`src/rtl/wb_register_file_if.sv`:
```
// rtl/wb_register_file_if.sv - writeback commit and register read bus between MEM/WB, ID and the register file
interface wb_register_file_if #(
    parameter int DATA_WIDTH = 32,
    parameter int ADDR_WIDTH = 5
);
    logic                  reg_write;
    logic [31:0]           write_register;
    logic [DATA_WIDTH-1:0] write_data;
    logic [ADDR_WIDTH-1:0] read_addr_a;
    logic [ADDR_WIDTH-1:0] read_addr_b;
    logic [DATA_WIDTH-1:0] read_data_a;
    logic [DATA_WIDTH-1:0] read_data_b;
    logic [31:0]           commit_count;
    logic                  last_commit_valid;
    logic [ADDR_WIDTH-1:0] last_commit_addr;
    logic [DATA_WIDTH-1:0] last_commit_data;

    modport master (
        output reg_write, write_register, write_data, read_addr_a, read_addr_b,
        input  read_data_a, read_data_b, commit_count, last_commit_valid,
               last_commit_addr, last_commit_data
    );

    modport slave (
        input  reg_write, write_register, write_data, read_addr_a, read_addr_b,
        output read_data_a, read_data_b, commit_count, last_commit_valid,
               last_commit_addr, last_commit_data
    );
endinterface

```
`src/rtl/wb_register_file.sv`:
```
// rtl/wb_register_file.sv - architectural register file with writeback bypass and commit trace
module wb_register_file #(
    parameter int DATA_WIDTH  = 32,
    parameter int ADDR_WIDTH  = 5,
    parameter bit ZERO_REG_EN = 1'b1
) (
    input  logic               clk_i,
    input  logic               rst_n_i,
    wb_register_file_if.slave  bus
);
    localparam int DEPTH = 2 ** ADDR_WIDTH;

    logic [DATA_WIDTH-1:0] regs_q [DEPTH];
    logic [31:0]           commit_count_q, commit_count_d;
    logic                  last_valid_q, last_valid_d;
    logic [ADDR_WIDTH-1:0] last_addr_q, last_addr_d;
    logic [DATA_WIDTH-1:0] last_data_q, last_data_d;

    logic [ADDR_WIDTH-1:0] widx;
    logic                  accept;

    // Upper index bits from MEM/WB carry no meaning here and are discarded.
    logic unused_write_register_hi;
    assign unused_write_register_hi = ^bus.write_register[31:ADDR_WIDTH];

    assign widx = bus.write_register[ADDR_WIDTH-1:0];

    // Gating with reset keeps the bypass from leaking a value while the file is held cleared.
    assign accept = bus.reg_write && rst_n_i && !(ZERO_REG_EN && (widx == '0));

    // Next state of the commit trace: advances only on an accepted write.
    always_comb begin
        commit_count_d = commit_count_q;
        last_valid_d   = last_valid_q;
        last_addr_d    = last_addr_q;
        last_data_d    = last_data_q;
        if (accept) begin
            commit_count_d = commit_count_q + 32'd1;
            last_valid_d   = 1'b1;
            last_addr_d    = widx;
            last_data_d    = bus.write_data;
        end
    end

    // Register array and commit trace state with asynchronous clear.
    always_ff @(posedge clk_i or negedge rst_n_i) begin
        if (!rst_n_i) begin
            for (int i = 0; i < DEPTH; i++) begin
                regs_q[i] <= '0;
            end
            commit_count_q <= '0;
            last_valid_q   <= 1'b0;
            last_addr_q    <= '0;
            last_data_q    <= '0;
        end else begin
            if (accept) begin
                regs_q[widx] <= bus.write_data;
            end
            commit_count_q <= commit_count_d;
            last_valid_q   <= last_valid_d;
            last_addr_q    <= last_addr_d;
            last_data_q    <= last_data_d;
        end
    end

    // Read port A: hardwired zero, then same-cycle bypass, then stored entry.
    always_comb begin
        bus.read_data_a = regs_q[bus.read_addr_a];
        if (ZERO_REG_EN && (bus.read_addr_a == '0)) begin
            bus.read_data_a = '0;
        end else if (accept && (widx == bus.read_addr_a)) begin
            bus.read_data_a = bus.write_data;
        end
    end

    // Read port B: same priority as port A, fully independent.
    always_comb begin
        bus.read_data_b = regs_q[bus.read_addr_b];
        if (ZERO_REG_EN && (bus.read_addr_b == '0)) begin
            bus.read_data_b = '0;
        end else if (accept && (widx == bus.read_addr_b)) begin
            bus.read_data_b = bus.write_data;
        end
    end

    assign bus.commit_count      = commit_count_q;
    assign bus.last_commit_valid = last_valid_q;
    assign bus.last_commit_addr  = last_addr_q;
    assign bus.last_commit_data  = last_data_q;
endmodule

```
`src/flat_wrapper.sv`:
```
// flat-port wrapper written by rule: the top's interface ports become plain ports
module wb_register_file_flat 
#(
    parameter int DATA_WIDTH  = 32,
    parameter int ADDR_WIDTH  = 5,
    parameter bit ZERO_REG_EN = 1'b1
)
  (clk_i, rst_n_i, bus_reg_write, bus_write_register, bus_write_data, bus_read_addr_a, bus_read_addr_b, bus_read_data_a, bus_read_data_b, bus_commit_count, bus_last_commit_valid, bus_last_commit_addr, bus_last_commit_data);
  wb_register_file_if #(.DATA_WIDTH(DATA_WIDTH), .ADDR_WIDTH(ADDR_WIDTH)) bus_i ();
  input  logic clk_i;
  input  logic rst_n_i;
  input wire logic [$bits(bus_i.reg_write)-1:0] bus_reg_write;
  input wire logic [$bits(bus_i.write_register)-1:0] bus_write_register;
  input wire logic [$bits(bus_i.write_data)-1:0] bus_write_data;
  input wire logic [$bits(bus_i.read_addr_a)-1:0] bus_read_addr_a;
  input wire logic [$bits(bus_i.read_addr_b)-1:0] bus_read_addr_b;
  output wire logic [$bits(bus_i.read_data_a)-1:0] bus_read_data_a;
  output wire logic [$bits(bus_i.read_data_b)-1:0] bus_read_data_b;
  output wire logic [$bits(bus_i.commit_count)-1:0] bus_commit_count;
  output wire logic [$bits(bus_i.last_commit_valid)-1:0] bus_last_commit_valid;
  output wire logic [$bits(bus_i.last_commit_addr)-1:0] bus_last_commit_addr;
  output wire logic [$bits(bus_i.last_commit_data)-1:0] bus_last_commit_data;
  assign bus_i.reg_write = bus_reg_write;
  assign bus_i.write_register = bus_write_register;
  assign bus_i.write_data = bus_write_data;
  assign bus_i.read_addr_a = bus_read_addr_a;
  assign bus_i.read_addr_b = bus_read_addr_b;
  assign bus_read_data_a = bus_i.read_data_a;
  assign bus_read_data_b = bus_i.read_data_b;
  assign bus_commit_count = bus_i.commit_count;
  assign bus_last_commit_valid = bus_i.last_commit_valid;
  assign bus_last_commit_addr = bus_i.last_commit_addr;
  assign bus_last_commit_data = bus_i.last_commit_data;
  wb_register_file #(.DATA_WIDTH(DATA_WIDTH), .ADDR_WIDTH(ADDR_WIDTH), .ZERO_REG_EN(ZERO_REG_EN)) u_core (.clk_i(clk_i), .rst_n_i(rst_n_i), .bus(bus_i));
endmodule
```
`config.mk`:
```
export PLATFORM = sky130hd
export DESIGN_NAME = wb_register_file_flat
export DESIGN_NICKNAME = d
export VERILOG_FILES = /design/src/rtl/wb_register_file_if.sv /design/src/rtl/wb_register_file.sv /design/src/flat_wrapper.sv
export SDC_FILE = /design/constraint.sdc
export NUM_CORES = 2
export LEC_CHECK = 0
export ABC_CLOCK_PERIOD_IN_PS = 2900
export BUFFER_PORTS_ARGS = -buffer_cell sky130_fd_sc_hd__buf_4
export CAP_MARGIN = 20
export CORE_ASPECT_RATIO = 2
export CORE_UTILIZATION = 50
export DETAILED_ROUTE_END_ITERATION = 6
export PLACE_DENSITY = 0.78
export SLEW_MARGIN = 25
export SYNTH_ARGS = -nofsm -noshare
export SYNTH_HDL_FRONTEND = slang
export SYNTH_SLANG_ARGS = --single-unit
```
`constraint.sdc`:
```
create_clock -name clk_i -period 2.9 [get_ports clk_i]
set_input_delay 0.145 -clock clk_i [delete_from_list [all_inputs] [get_ports clk_i]]
set_output_delay 0.145 -clock clk_i [all_outputs]
set_load 0.05 [all_outputs]
```
[Word level (Yosys, flattened, before mapping)]
Index checks and enable logic that the tools add are counted.
Operators by class
  add/subtract/negate cells: 1
  $lt $le $gt $ge: 4
  eq/ne operators: 2
  multiplexer cells: 13
  bitwise operators: 3
  reduce and logical (&&, ||, !) cells: 9
Operators with widths (count)
  $bwmux W1024: 1
  $bmux W32 S5: 2
  $mux W32: 9
  $demux W32 S5: 1
  $add A32 B1 Y32 const B: 1
  $ge A6 B6 Y1 const B: 3
  $not A5 Y6: 3
  $logic_not A5 Y1: 3
  $eq A5 B5 Y1: 2
  $lt A6 B1 Y1 const B: 1
  $logic_and A1 B1 Y1: 5
  $logic_not A1 Y1: 1
Storage, ports and cells
  register bits after elaboration: 1094
  output and inout port bits: 134
  logic and storage cells: 68

[Longest topological paths before layout]
  word-level depth: 6
  mapped depth: 10
  depth with buffers taken out: 6

[Worst setup path before layout]
OpenSTA, ideal clock, no wires.
  path type: input to output
  start point: input bus_read_addr_a[0]
  end point: output bus_read_data_a[3]
  data arrival time: 2737 ps
  data required time: 2755 ps
  slack: 18 ps
  stages: 9
  cell sequence: buf_4 buf_6 buf_6 buf_4 mux2i_1 a221oi_1 o21ai_1 a31o_1 o32ai_1
On the way
  longest elaborated chain between the ends: 6
  elaborated cells between the ends (all ways): 9
RTL lines
  start, declared: RTL line flat_wrapper.sv:15  | input wire logic [$bits(bus_i.read_addr_a)-1:0] bus_read_addr_a;
  $not A5 Y6 (implied by the code): RTL line wb_register_file.sv:68  | bus.read_data_a = regs_q[bus.read_addr_a];
  $bmux W32 S5: RTL line wb_register_file.sv:68
  $mux W32 (implied by the code) (2 in series): RTL line wb_register_file.sv:68
  $mux W32: RTL line wb_register_file.sv:71  | end else if (accept && (widx == bus.read_addr_a)) begin
  $mux W32 (*): RTL line wb_register_file.sv:69  | if (ZERO_REG_EN && (bus.read_addr_a == '0)) begin
  end, declared: RTL line flat_wrapper.sv:17  | output wire logic [$bits(bus_i.read_data_a)-1:0] bus_read_data_a;
Every way passes the cells marked *; elsewhere a longest branch is shown, timed or not. The select of a mux whose other input is x is not followed.

[Worst setup path after layout]
  start point: register u_core.regs_q[913] (netlist name)
  end point: output bus_read_data_b[17]
On the way
  longest elaborated chain between the ends: 5
RTL lines
  start, declared: RTL line wb_register_file.sv:13  | logic [DATA_WIDTH-1:0] regs_q [DEPTH];
  start signal, assigned by index: RTL line wb_register_file.sv:57  | regs_q[widx] <= bus.write_data;
  $bmux W32 S5: RTL line wb_register_file.sv:78  | bus.read_data_b = regs_q[bus.read_addr_b];
  $mux W32 (implied by the code) (2 in series): RTL line wb_register_file.sv:78
  $mux W32: RTL line wb_register_file.sv:81  | end else if (accept && (widx == bus.read_addr_b)) begin
  $mux W32: RTL line wb_register_file.sv:79  | if (ZERO_REG_EN && (bus.read_addr_b == '0)) begin
  end, declared: RTL line flat_wrapper.sv:18  | output wire logic [$bits(bus_i.read_data_b)-1:0] bus_read_data_b;
No other way between the ends. The select of a mux whose other input is x is not followed.

==> impl_results.md <==
* Clock sink total at 1094
* Average size of a mapped cell at 14.4 sq um
* Flops & latches, synth at 1094
* Required @ worst endpoint at between 2 and 3 ns
* Max-slew headroom at 32.9%
* FMAX at 338 MHz
* DRT iter0 DRCs at 4019
* Antenna viol nets, final at 0
* Status: complete, but fails checks
* EDFF count, synth at 0
* CP Capture Type: output pin
* Via count at 38900
* Port Buf Inserts at around 180
* Initial antenna violation count at 3
* Yosys warns at 0
* Critical path type: flop to output pin
* Most used DFF post-synth: dfrtp_1
* Synth-to-Final Area Change at 14.5%
* TritonCTS clock tree: yes
* Pwr dens at 619 nW/um^2
* Routed wire length per instance at approximately 32 um
* Pre-antenna DRT Iters at 5
* Final setup TNS at -0.201 ns
* Non-filler cells, final at ~5800
* Core Region at 115000 sq um
* Cells after Synth at 4019
* Io pins at 211
* Post-synthesis sequential area ratio at around 47%
* Clock share of power at 34.6%
* Residual DRC at 0
* Worst EP arrival at 2.82 ns
* Crit path max fanout at 3
* Share of cells above drive strength 1 at roughly half
* Commonest cells after routing, fill and taps aside: 1094 x dfrtp_1, 896 x mux2_2, 512 x mux4_2, 341 x buf_4, 288 x nand2_1
* Worst clock skew at 0.0126 ns
* CP Launch Type: flop
* Seq pwr share at 45.5%
* Failing checks: setup timing
* Post-layout minimum cycle time at around 3.0 ns
* Final hold slack at 0.00570 ns
* Unrepaired setup endpoints after global routing: true
* VDD IR-drop max at between 0.5 and 0.6 mV
* Die area at 117000 sq um
* First-pass GRT wire length at 272 mm
* Clock-pin slew on the worst setup and hold paths at 0.07 ns
* Inst Count DP at 5503
* Leakage at ~30 nW
* Starting Density at approximately 50%
* Final slew viol count at 0
* Clock Path Buffers at 3
* Internal power at approximately 30 mW
* Switching power at between 10 and 15 mW
* Final setup fails at 6
* Sw Ratio at 28.3%
* Total grt overflow at 0
* Die Width at 243 um
* CTS buffer count at 99
* PnR worst setup slack at -0.0618 ns
* Total GRT Usage at 31.5%
* Logic pwr share at 19.9%
* Vias per cell at 6.76
* Global placement routability congestion at between 0.8 and 0.9
* Leading cell type in the layout, fill and taps excluded: dfrtp_1
* Cell variety after synth at between 60 and 70
* Total Wirelength at 182 mm
* Mapped cell area at 57900 sq um
* Syn_nets at 4097
* Pin count of the biggest net entering global routing at 172
* Final nets at roughly 4200
* Worst Hold Class: primary input to asynchronous set/reset pin
* Async S/R FF share, synth at 100%
* Fill cells at 8777
* Clock Latency Late Sink at 0.73 ns
* Chip Height at 483 um
* Least-Margin Pin Slew at 0.998 ns
* DPL Wire Length at 114 mm
* Final hold vios at 0
* Root Buffer: clkbuf_16
* Vias in the first global route at a little over 40000
* Row count at approximately 180
* Reg2Reg Setup Slack at 0.57 ns
* Max cap viols at 0
* Htree depth at 3
* Final cycle utilization of the critical path at 102%
[metal layers]
metal	global-route usage, %	vias to the layer above	share of wire, %
met2	51.5	2118	49
met4	21.4	4	7.8
li1	-	15500	-
met5	0	-	0.013
met1	37.3	20500	35
met3	6.61	699	8.2
[stage by stage]
step	util, %	setup slack [ns]	total power, mW	cell area (sq um)
final	57.6	-0.0618	41.0	66300
after global routing	57.6	-0.0903	42.4	66300
after CTS	57.5	-0.0851	41.1	66100
after detailed placement	53.9	0.147	26.8	62000
after global placement	53.9	0.157	26.4	62000
after floorplan	-	0.0177	24.1	57900
[area by class of cell]
type | instances | area [sq um] | area share [%]
clock inverters | 44 | 532 | 0.802
well taps | 1513 | 1890 | 2.86
inverters | 15 | 58.8 | 0.0887
multi-input cells | 2465 | 28900 | 43.5
flip-flops and latches | 1094 | 27400 | 41.3
diodes | 1 | 2.50 | 0.00378
repair buffers | 477 | 4610 | 6.96
clock buffers | 142 | 2940 | 4.44
[registers in the layout, summed over array words and instances, names as in the netlist]
register / count
u_core.regs_q: 1024
u_core.bus.commit_count: 32
u_core.bus.last_commit_data: 32
u_core.bus.last_commit_addr: 5
u_core.bus.last_commit_valid: 1
[power by group through the flow]
stage | clock network (mW) | logic (mW) | registers, mW
6_report | 14.2 | 8.16 | 18.7
3_3_place_gp | 0 | 7.74 | 18.7
2_1_floorplan | 0 | 5.39 | 18.7
5_1_grt | 14.9 | 8.64 | 18.9
4_1_cts | 14.4 | 8.13 | 18.6
3_5_place_dp | 0 | 7.92 | 18.9
[path summary, 6_finish.rpt]
path | startpoint | end | depth (start not counted)
max in group asynchronous | rst_n_i | u_core.regs_q[827] | 4
worst min-delay path | rst_n_i | u_core.regs_q[157] | 2
worst max-delay path | u_core.regs_q[913] | bus_read_data_b[17] | 5
worst min register to register | u_core.regs_q[997] | u_core.regs_q[997] | 0
min in group clk_i | rst_n_i | u_core.bus.last_commit_addr[0] | 5
worst max register to register | u_core.bus.commit_count[8] | u_core.bus.commit_count[18] | 5
[critical path, cell delays in order, from the launching register on]
cell and delay [ns]:
dfrtp_1 0.41, mux4_2 0.47, mux4_2 0.49, nor2b_4 0.15, a221o_1 0.37, buf_6 0.19
[cells in the mapped netlist, types with 16 or more instances]
cell	count	area share [%]
nor2b_1	53	0.57
buf_1	41	0.27
nand3_1	38	0.33
a221oi_1	41	0.62
a21oi_1	30	0.26
mux2_2	896	17
dfrtp_1	1094	47
nand2_1	299	1.9
buf_2	87	0.75
mux2i_1	147	2.5
mux2_1	36	0.70
buf_6	16	0.31
a221o_1	29	0.50
nor2_1	40	0.26
o21ai_0	89	0.77
a32oi_1	20	0.30
mux4_2	512	20
a211oi_1	38	0.49
o21ai_1	26	0.22
clkbuf_1	280	1.8
xnor2_1	30	0.45
nor3_1	18	0.16
buf_4	21	0.27
[cell families after synthesis]
logic type                 synth area share, %
xor gates and xnor gates                 0.621
DFF                                       47.3
muxes                                     40.6
adders and majority gates               0.0216
buffers and inverters                     3.52
AOI/OAI and AO/OA                         4.07
and+or+nand+nor                           3.85
[repair_timing]
action / in CTS / in global routing
endpoints found under the setup margin: 22 / 43
gates resized for setup: 38 / 19
buffers inserted: 18 / 4
hold buffers: 39 / 1
pin swaps: 6 / 7
hold endpoints to repair: 1268 / 324
gates cloned: 0 / 0
No activity file was read; power rests on OpenSTA's default activity.
